### config.mk
export PLATFORM = sky130hd
export DESIGN_NAME = acc_mc_core
export DESIGN_NICKNAME = d
export VERILOG_FILES = /design/src/rtl/acc_mc_pkg.sv /design/src/rtl/acc_mc_alu.sv /design/src/rtl/acc_mc_core.sv
export SDC_FILE = /design/constraint.sdc
export NUM_CORES = 1
export LEC_CHECK = 0
export ABC_CLOCK_PERIOD_IN_PS = 3800
export BUFFER_PORTS_ARGS = -buffer_cell sky130_fd_sc_hd__buf_2
export CAP_MARGIN = 20
export CORE_ASPECT_RATIO = 1.2
export CORE_UTILIZATION = 30
export DETAILED_ROUTE_END_ITERATION = 10
export GPL_TIMING_DRIVEN = 0
export SYNTH_ARGS = -nofsm -noshare
export SYNTH_HDL_FRONTEND = slang
export SYNTH_SLANG_ARGS = --single-unit
### constraint.sdc
create_clock -name clk -period 3.8 [get_ports clk]
set_clock_uncertainty 0.05 [all_clocks]
set_input_delay 1.14 -clock clk [delete_from_list [all_inputs] [get_ports clk]]
set_output_delay 1.14 -clock clk [all_outputs]
set_load 0.005 [all_outputs]
### src/rtl/acc_mc_pkg.sv
// acc_mc_pkg: shared definitions for the multicycle accumulator core.
//   - opcode_e : 4-bit instruction opcodes (B..E are unassigned and trap)
//   - state_e  : controller states
//   - op_field / addr_field : split an instruction word {opcode, addr}
//     of width data_w into its two fields.
package acc_mc_pkg;

    typedef enum logic [3:0] {
        OP_NOP = 4'h0,
        OP_LDA = 4'h1,
        OP_STA = 4'h2,
        OP_ADD = 4'h3,
        OP_SUB = 4'h4,
        OP_AND = 4'h5,
        OP_OR  = 4'h6,
        OP_NOT = 4'h7,
        OP_JMP = 4'h8,
        OP_JZ  = 4'h9,
        OP_JN  = 4'hA,
        OP_HLT = 4'hF
    } opcode_e;

    typedef enum logic [2:0] {
        ST_BOOT,
        ST_FETCH,
        ST_DECODE,
        ST_MEMRD,
        ST_MEMWR,
        ST_HALT
    } state_e;

    // Opcode lives in the top four bits of the instruction word.
    function automatic logic [3:0] op_field(input logic [63:0] word, input int data_w);
        return 4'(word >> (data_w - 4));
    endfunction

    // Address is everything below the opcode.
    function automatic logic [63:0] addr_field(input logic [63:0] word, input int data_w);
        return word & ((64'd1 << (data_w - 4)) - 64'd1);
    endfunction

endpackage

### src/rtl/acc_mc_alu.sv
// acc_mc_alu: combinational accumulator ALU.
//   op     : instruction opcode
//   a      : current accumulator
//   b      : memory operand
//   result : new accumulator value (modulo 2^DATA_W, no flags)
// Opcodes that do not change the accumulator pass a through.
module acc_mc_alu
    import acc_mc_pkg::*;
#(
    parameter int DATA_W = 16
) (
    input  logic [3:0]        op,
    input  logic [DATA_W-1:0] a,
    input  logic [DATA_W-1:0] b,
    output logic [DATA_W-1:0] result
);

    always_comb begin
        result = a;
        case (op)
            OP_LDA:  result = b;
            OP_ADD:  result = a + b;
            OP_SUB:  result = a - b;
            OP_AND:  result = a & b;
            OP_OR:   result = a | b;
            OP_NOT:  result = ~a;
            default: result = a;
        endcase
    end

endmodule

### src/rtl/acc_mc_core.sv
// acc_mc_core: multicycle accumulator processor behind a single memory port.
//   clk, rst                 : clock, asynchronous active-low reset
//   mem_req/we/addr/wdata    : memory request, decoded from state/pc/ir/acc
//   mem_rdata, mem_ready     : read data and completion (used only while mem_req)
//   acc, pc                  : architectural state (debug)
//   halted, illegal          : stopped by HLT / by an unassigned opcode
//   retired                  : retired-instruction counter (wraps)
module acc_mc_core
    import acc_mc_pkg::*;
#(
    parameter int  DATA_W   = 16,
    parameter int  RESET_PC = 0,
    parameter int  CNT_W    = 16,
    localparam int ADDR_W   = DATA_W - 4
) (
    input  logic              clk,
    input  logic              rst,
    output logic              mem_req,
    output logic              mem_we,
    output logic [ADDR_W-1:0] mem_addr,
    output logic [DATA_W-1:0] mem_wdata,
    input  logic [DATA_W-1:0] mem_rdata,
    input  logic              mem_ready,
    output logic [DATA_W-1:0] acc,
    output logic [ADDR_W-1:0] pc,
    output logic              halted,
    output logic              illegal,
    output logic [CNT_W-1:0]  retired
);

    state_e            state;
    logic [DATA_W-1:0] ir;
    logic [3:0]        ir_op;
    logic [ADDR_W-1:0] ir_addr;
    logic [DATA_W-1:0] alu_y;
    logic              retire;

    assign ir_op   = op_field(64'(ir), DATA_W);
    assign ir_addr = ADDR_W'(addr_field(64'(ir), DATA_W));

    acc_mc_alu #(.DATA_W(DATA_W)) u_alu (
        .op     (ir_op),
        .a      (acc),
        .b      (mem_rdata),
        .result (alu_y)
    );

    // Request is a pure function of state, so it falls with reset and
    // holds steady for as long as mem_ready stays low.
    assign mem_wdata = acc;

    always_comb begin
        mem_req  = 1'b0;
        mem_we   = 1'b0;
        mem_addr = '0;
        case (state)
            ST_FETCH: begin
                mem_req  = 1'b1;
                mem_addr = pc;
            end
            ST_MEMRD: begin
                mem_req  = 1'b1;
                mem_addr = ir_addr;
            end
            ST_MEMWR: begin
                mem_req  = 1'b1;
                mem_we   = 1'b1;
                mem_addr = ir_addr;
            end
            default: ;
        endcase
    end

    // Single-cycle instructions retire in DECODE; memory instructions
    // retire on their operand handshake. Illegal opcodes never retire.
    always_comb begin
        retire = 1'b0;
        case (state)
            ST_DECODE:          retire = ir_op inside {OP_NOP, OP_NOT, OP_JMP, OP_JZ, OP_JN, OP_HLT};
            ST_MEMRD, ST_MEMWR: retire = mem_ready;
            default:            retire = 1'b0;
        endcase
    end

    always_ff @(posedge clk or negedge rst) begin
        if (!rst) begin
            state   <= ST_BOOT;
            pc      <= ADDR_W'(RESET_PC);
            ir      <= '0;
            acc     <= '0;
            halted  <= 1'b0;
            illegal <= 1'b0;
            retired <= '0;
        end else begin
            if (retire)
                retired <= retired + CNT_W'(1);
            case (state)
                ST_BOOT: state <= ST_FETCH;
                ST_FETCH: begin
                    if (mem_ready) begin
                        ir    <= mem_rdata;
                        pc    <= pc + ADDR_W'(1);
                        state <= ST_DECODE;
                    end
                end
                ST_DECODE: begin
                    state <= ST_FETCH;
                    case (ir_op)
                        OP_NOP: ;
                        OP_NOT: acc <= alu_y;
                        OP_JMP: pc <= ir_addr;
                        OP_JZ:  if (acc == '0) pc <= ir_addr;
                        OP_JN:  if (acc[DATA_W-1]) pc <= ir_addr;
                        OP_LDA, OP_ADD, OP_SUB, OP_AND, OP_OR: state <= ST_MEMRD;
                        OP_STA: state <= ST_MEMWR;
                        OP_HLT: begin
                            state  <= ST_HALT;
                            halted <= 1'b1;
                        end
                        default: begin
                            state   <= ST_HALT;
                            halted  <= 1'b1;
                            illegal <= 1'b1;
                        end
                    endcase
                end
                ST_MEMRD: begin
                    if (mem_ready) begin
                        acc   <= alu_y;
                        state <= ST_FETCH;
                    end
                end
                ST_MEMWR: begin
                    if (mem_ready)
                        state <= ST_FETCH;
                end
                ST_HALT: ;
                default: state <= ST_BOOT;
            endcase
        end
    end

endmodule

=== Word level (Yosys, flattened, before mapping) ===
Index checks and enable logic that the tools add are counted.

* Equal/unequal tests: 23
* Bitwise operators: 6
* Reductions and logical operators: 18
* Muxes and demuxes: 17
* Add/sub/neg operators: 4

{| class="wikitable"
|+ Operators by type and width
! cell !! number
|-
| 16-bit one-hot mux with 6 select lines || 1
|-
| 12-bit one-hot mux with 2 select lines || 2
|-
| 12-bit 2-to-1 mux || 3
|-
| 12-bit one-hot mux with 3 select lines || 1
|-
| 16-bit 2-to-1 mux || 2
|-
| 16-bit one-hot mux with 2 select lines || 1
|-
| 16-bit by 1-bit adder with 16-bit output (second input constant) || 1
|-
| 16-bit adder || 1
|-
| 16-bit bitwise AND || 1
|-
| 4-bit by 3-bit equality test with 1-bit output (second input constant) || 4
|-
| 4-bit equality test (second input constant) || 4
|-
| 16-bit zero test || 1
|-
| 16-bit NOT || 1
|-
| 16-bit bitwise OR || 1
|-
| 16-bit subtractor || 1
|-
| 3-bit one-hot mux with 5 select lines || 1
|-
| 12-bit by 1-bit adder with 12-bit output (second input constant) || 1
|-
| 12-bit OR reduction || 1
|-
| 11-bit OR reduction || 1
|-
| 5-bit OR reduction || 2
|-
| 3-bit one-hot mux with 3 select lines || 1
|-
| 4-bit by 2-bit equality test with 1-bit output (second input constant) || 2
|-
| 3-bit by 2-bit equality test with 1-bit output (second input constant) || 2
|-
| 3-bit equality test (second input constant) || 2
|-
| other kinds (19) || 30
|}

* Output and inout port bits: 76
* Bits in registers: 65
* Word-level logic and storage cells: 75
* Input port bits: 19

=== Logic depth before layout (Yosys ltp) ===
* Word-level depth: 4
* Gate-level depth with buffers: 13
* Mapped depth without buffers: 12

=== Modules after synthesis ===
A second synthesis with hierarchy kept.

* Cells, all modules: 648
* Area total of the unflattened synthesis: 5491.5 um^2

{| class="wikitable"
|+ Modules (own cells, without submodules)
! module !! cells each !! area an instance (um^2) !! times used
|-
| acc_mc_core || 340 || 3482.1 || 1
|-
| acc_mc_alu || 308 || 2009.4 || 1
|}

=== Worst setup path after synthesis ===
OpenSTA, ideal clock, no wires.

* Path type: input to register
* From: input port mem_rdata[3]
* To: register acc[10]
* Buffers on the path: 1
* Stages: 12
* Data required time: 3.618 ns
* Setup slack: -0.241 ns
* Arrival: 3.859 ns
* Library setup time: 0.132 ns
* Cell sequence: buf_6 -> or4_4 -> or3_4 -> o31ai_1 -> xor2_1 -> ha_1 -> and2_1 -> nand3_1 -> o31ai_1 -> xor2_1 -> a211oi_1 -> o22ai_1

* Word-level cells in the longest chain between the ends: 4
* Elaborated cells on any way between the ends: 6
* Those cells by class: add/sub (2); mux (4)

{| class="wikitable"
|+ Ends and longest elaborated chain
! what !! line !! source
|-
| from (decl) || acc_mc_core.sv:22 || <nowiki>input logic [DATA_W-1:0] mem_rdata,</nowiki>
|-
| 16-bit subtractor / 16-bit adder (equally long branches) || acc_mc_alu.sv:23, acc_mc_alu.sv:22 ||
|-
| 16-bit one-hot mux with 6 select lines * || acc_mc_alu.sv:20 || <nowiki>case (op)</nowiki>
|-
| 16-bit 2-to-1 mux (on tied branches) || acc_mc_core.sv:128, acc_mc_core.sv:108 ||
|-
| 16-bit one-hot mux with 2 select lines * || acc_mc_core.sv:97 || <nowiki>case (state)</nowiki>
|-
| to (signal assigned) || acc_mc_core.sv:110 || <nowiki>OP_NOT: acc <= alu_y;</nowiki>
|-
| to (signal assigned) || acc_mc_core.sv:129 || <nowiki>acc <= alu_y;</nowiki>
|-
| to (decl) || acc_mc_core.sv:24 || <nowiki>output logic [DATA_W-1:0] acc,</nowiki>
|}

Mark *: on every way between the ends. The rest lies on a longest branch, timed or not. The select of a mux whose other input is x is not followed.
A chain may end at the register's enable or synchronous reset.

=== Worst setup path after layout ===
* From: input port mem_rdata[3]
* To: register acc[12]

Same word-level chain as after synthesis.

==> parameters.txt <==
Parameter                              Value

Run status
  Outcome    finished, violations left
  Failing checks    negative setup slack

Worst setup path
  Kind of launch point of the worst setup path    primary input
  Critical Path AT    between 4 and 5 ns
  Cell count of the worst reg-to-reg path    11
  Critical R2R Capture    acc[12]$_DFFE_PN0P_
  Critical path start-end classification    in2reg
  Critical path launch point    mem_rdata[3]
  Buf+Inv Stages, Crit Path    2
  RR Startpoint    ir[13]$_DFFE_PN0P_
  Largest stage delay, worst path    between 0.5 and 0.6 ns
  Crit path max-delay cell type    sky130_fd_sc_hd__or4_4
  Sequence of cells on the critical path    buf_8, or4_4, or3_4, o31ai_4, xor2_1, ha_1, buf_4, nand2_1, o21a_2, mux2_4, a41oi_2, nand4_1, a31oi_1
  Required time of the critical path    4.01 ns
  Critical path peak fanout    4
  Crit path max-delay family    simple AND/OR/NAND/NOR gates
  Worst setup slack for register-to-register paths    roughly 0.22 ns
  Logic depth of the worst setup path including buffers    13
  Critical path endpoint category    register

Power
  Worst-case vdd ir drop    about 0.3 mV
  Clock power frac    ~18%
  Sequential fraction of design power    a little under a quarter
  Net switching power figure    about 2.7 mW
  Leak    approximately 3 nW
  Power per cell area    a little over 900 nW/um^2
  Int Pwr    around 3.3 mW
  Sw Share    45.10%
  Comb pwr share    between 50 and 60%

Detailed routing
  Routed metal-1 wire length    between 7 and 8 mm
  Top sig layer    met4
  Detailed route wirelength on metal2    around 8.1 mm
  Met3 routed WL    about 940 microns
  Drt drc    0
  Initial DRC count    367
  Final WL    ~17 mm
  Drt wl/cell    17.69 microns
  Count of nets left with antenna violations after detail routing    0
  Post-detailed-route via-to-cell ratio    about 5.4
  Count of vias placed by the detailed router    roughly 5200
  Iteration count of the initial detailed-routing pass    5

Clocking
  Clock network latency to the later pin of the worst-skew pair    0.34 ns
  Clock tree root driver cell    sky130_fd_sc_hd__clkbuf_16
  TritonCTS Sinks    65
  CTS Buf Count    9
  Clock transition at the register clock pins on the worst setup and hold paths after CTS    roughly 0.060 ns
  Maximum buffer depth of the clock tree    2
  H-tree levels    3
  Clock tree from TritonCTS    built

Global routing
  Number of global-route vias before repair    4950
  Largest net degree at the start of global routing    44
  Total congestion overflow after global routing    0
  Number of antenna violations at the first check in global routing    0
  Global-route wire length before repair    between 20 and 30 mm
  Overall global routing resource usage    between 10% and 20%

STA
  Max-slew headroom at the worst pin    between 40% and 50%
  Slew at the pin closest to its max-slew limit    0.7602 ns
  Setup ws final    -0.003056 ns
  Final Hold Fails    0
  Final worst-path cycle share    100.1%
  Max-slew violations    0
  Min Clock Period, post-route    3.803 ns
  Final-layout worst hold slack    around 0.42 ns
  Unrepaired setup endpoints after global routing    yes
  Number of failing setup endpoints in the final timing report    1
  Highest clock frequency the design can meet    262.9 MHz

Floorplanning
  Overall die width    between 100 and 150 microns
  Initial Utilization    between 30% and 40%
  Placeable Area    ~17000 sq um
  I/O pin count    95
  Area enclosed by the die boundary    about 18000 sq um
  Vert. Die Dim    roughly 150 microns
  Row count    52

Logic synthesis
  Number of synthesized flops with an enable pin    0
  Sequential cell area fraction in the yosys report    a little under a third
  Synth top area share    31.34%
  Dominant cell type by area after synthesis    sky130_fd_sc_hd__dfrtp_1
  Async SR Flop Fraction    100.0%
  Synthesized instance count    between 600 and 700
  Netlist Area Pre-Place    ~5200 sq um
  Number of synthesized register bits    65
  Dominant cells by area after synthesis    sky130_fd_sc_hd__dfrtp_1, sky130_fd_sc_hd__xnor2_1, sky130_fd_sc_hd__ha_1
  Net count after synthesis    ~660
  Yosys synthesis warning count    0
  Mean cell area of the mapped netlist    8.412 sq um
  Count of distinct cell types in the synthesized netlist    76
  Top_reg_cell synth    sky130_fd_sc_hd__dfrtp_1

Placement
  Cell Count Post-Placement    925
  DP Wirelength    12.31 mm
  Setup Slack @ Placement    -0.6452 ns
  Port Buffers    91
  GP Congestion    0.8717

Finish
  Proportion of layout cells with a drive suffix above 1    26.77%
  Commonest cells after routing, fill and taps aside    sky130_fd_sc_hd__buf_2, sky130_fd_sc_hd__nand2_1, sky130_fd_sc_hd__dfrtp_1
  Final layout net count    between 700 and 800
  Area growth syn-to-layout    26.83%
  Number of antenna repair diodes    0
  Leading cell type in the layout, fill and taps excluded    sky130_fd_sc_hd__buf_2
  Non-filler cells in the finished layout    952

Worst hold path
  HP Class    reg2reg
  Hold Path Stages    2
  Min-delay src    halted$_DFFE_PN0P_
  Worst Hold End    halted$_DFFE_PN0P_

Run
  Max-cap viol count    0
[state kept, by name, summed over array words and instances, names as in the netlist]
name,count
illegal,1
acc,16
halted,1
state,3
pc,12
ir,16
retired,16
[how the worst max path moves through the flow]
stage | end | slack [ns]
after global routing | acc[14]$_DFFE_PN0P_ | -0.08
after global placement | acc[10]$_DFFE_PN0P_ | -0.62
final | acc[12]$_DFFE_PN0P_ | -0.003
after floorplan | acc[15]$_DFFE_PN0P_ | -0.19
after detailed placement | acc[10]$_DFFE_PN0P_ | -0.65
after CTS | acc[15]$_DFFE_PN0P_ | -0.10
[Yosys cell counts (2+ instances only)]
library cell,number
sky130_fd_sc_hd__and4_1,3
sky130_fd_sc_hd__nor2b_1,3
sky130_fd_sc_hd__nand4_1,13
sky130_fd_sc_hd__nor3b_1,4
sky130_fd_sc_hd__o21ai_1,13
sky130_fd_sc_hd__clkbuf_1,19
sky130_fd_sc_hd__xor2_1,12
sky130_fd_sc_hd__o21ai_0,33
sky130_fd_sc_hd__dfrtp_1,65
sky130_fd_sc_hd__nor2_1,44
sky130_fd_sc_hd__mux2i_1,17
sky130_fd_sc_hd__a22o_1,2
sky130_fd_sc_hd__a221oi_1,6
sky130_fd_sc_hd__and3_1,8
sky130_fd_sc_hd__a41oi_1,3
sky130_fd_sc_hd__xnor2_1,29
sky130_fd_sc_hd__nand2b_1,8
sky130_fd_sc_hd__o22ai_1,11
sky130_fd_sc_hd__ha_1,20
sky130_fd_sc_hd__nand3_1,17
sky130_fd_sc_hd__inv_1,21
sky130_fd_sc_hd__and4b_1,2
sky130_fd_sc_hd__a211oi_1,4
sky130_fd_sc_hd__a311oi_1,3
sky130_fd_sc_hd__o2bb2ai_1,5
sky130_fd_sc_hd__a21oi_2,2
sky130_fd_sc_hd__nor3_1,10
sky130_fd_sc_hd__a21oi_1,48
sky130_fd_sc_hd__nor4_1,7
sky130_fd_sc_hd__a211o_1,2
sky130_fd_sc_hd__a21boi_0,2
sky130_fd_sc_hd__and2_1,8
sky130_fd_sc_hd__buf_2,11
sky130_fd_sc_hd__mux2_2,13
sky130_fd_sc_hd__buf_4,17
sky130_fd_sc_hd__buf_1,2
sky130_fd_sc_hd__o31ai_1,8
sky130_fd_sc_hd__nand3b_1,2
sky130_fd_sc_hd__nand2_1,65
sky130_fd_sc_hd__a31oi_1,6
sky130_fd_sc_hd__nor3_4,2
sky130_fd_sc_hd__o41ai_1,2
sky130_fd_sc_hd__o22a_1,8
sky130_fd_sc_hd__a21o_1,5
[power groups by stage]
stage	clock network [mW]	registers, mW	logic [mW]
2_1_floorplan	0	1.26	2.30
3_3_place_gp	0	1.36	3.23
3_5_place_dp	0	1.37	3.26
4_1_cts	1.08	1.36	3.49
5_1_grt	1.12	1.41	3.95
6_report	1.06	1.36	3.58
[layer usage]
layer | up-vias | track usage, %
li1 | 2490 | -
met1 | 2436 | 23.55
met2 | 193 | 32.34
met3 | 36 | 3.984
met4 | 0 | 7.744
met5 | - | 0
[layout make-up]
class	instances	area (sq um)
clock inverter	6	137.6
sequential	65	1627
multi-input combinational	480	3343
clock buffer	10	239.0
timing repair buffer	104	599.3
fill	1770	10330
buffer	49	284.0
inverter	22	82.58
tap	216	270.3
[stage by stage]
stage | util, % | power, mW | cell area [sq um] | setup TNS, ns
global placement | 35.04 | 4.591 | 5928 | -3.021
CTS | 38.55 | 5.934 | 6521 | -0.2890
finish | 38.91 | 6.006 | 6583 | -0.003056
floorplan | - | 3.560 | 5202 | -0.6011
global route | 38.91 | 6.476 | 6583 | -0.3042
detailed placement | 35.22 | 4.627 | 5958 | -3.177
[timing repair]
action	CTS	global route
pin swaps	25	18
gates resized for setup	26	11
endpoints found under the hold margin	0	0
endpoints found under the setup margin	4	9
hold buffers	0	0
buffers inserted	10	2
[cell families after synthesis]
family	count (synthesis)	synth area share, %
flops	65	31.34
xor+xnor	41	6.919
mux	31	6.316
compound gates	180	22.47
buf+inv	72	6.847
fa+ha+maj	22	5.400
simple gates	206	20.71
[worst register-to-register path, cell delays in order (launching register included)]
cell and delay [ns]:
sky130_fd_sc_hd__dfrtp_1 0.35, sky130_fd_sc_hd__buf_2 0.17, sky130_fd_sc_hd__or4b_4 0.65, sky130_fd_sc_hd__nor2_1 0.13, sky130_fd_sc_hd__a21oi_1 0.08, sky130_fd_sc_hd__fa_1 0.46, sky130_fd_sc_hd__a21o_1 0.25, sky130_fd_sc_hd__a311oi_4 0.43
sky130_fd_sc_hd__nor3_1 0.17, sky130_fd_sc_hd__or4b_1 0.48, sky130_fd_sc_hd__nand4_1 0.11, sky130_fd_sc_hd__a31oi_1 0.09
(Power assumes the default switching activity.)
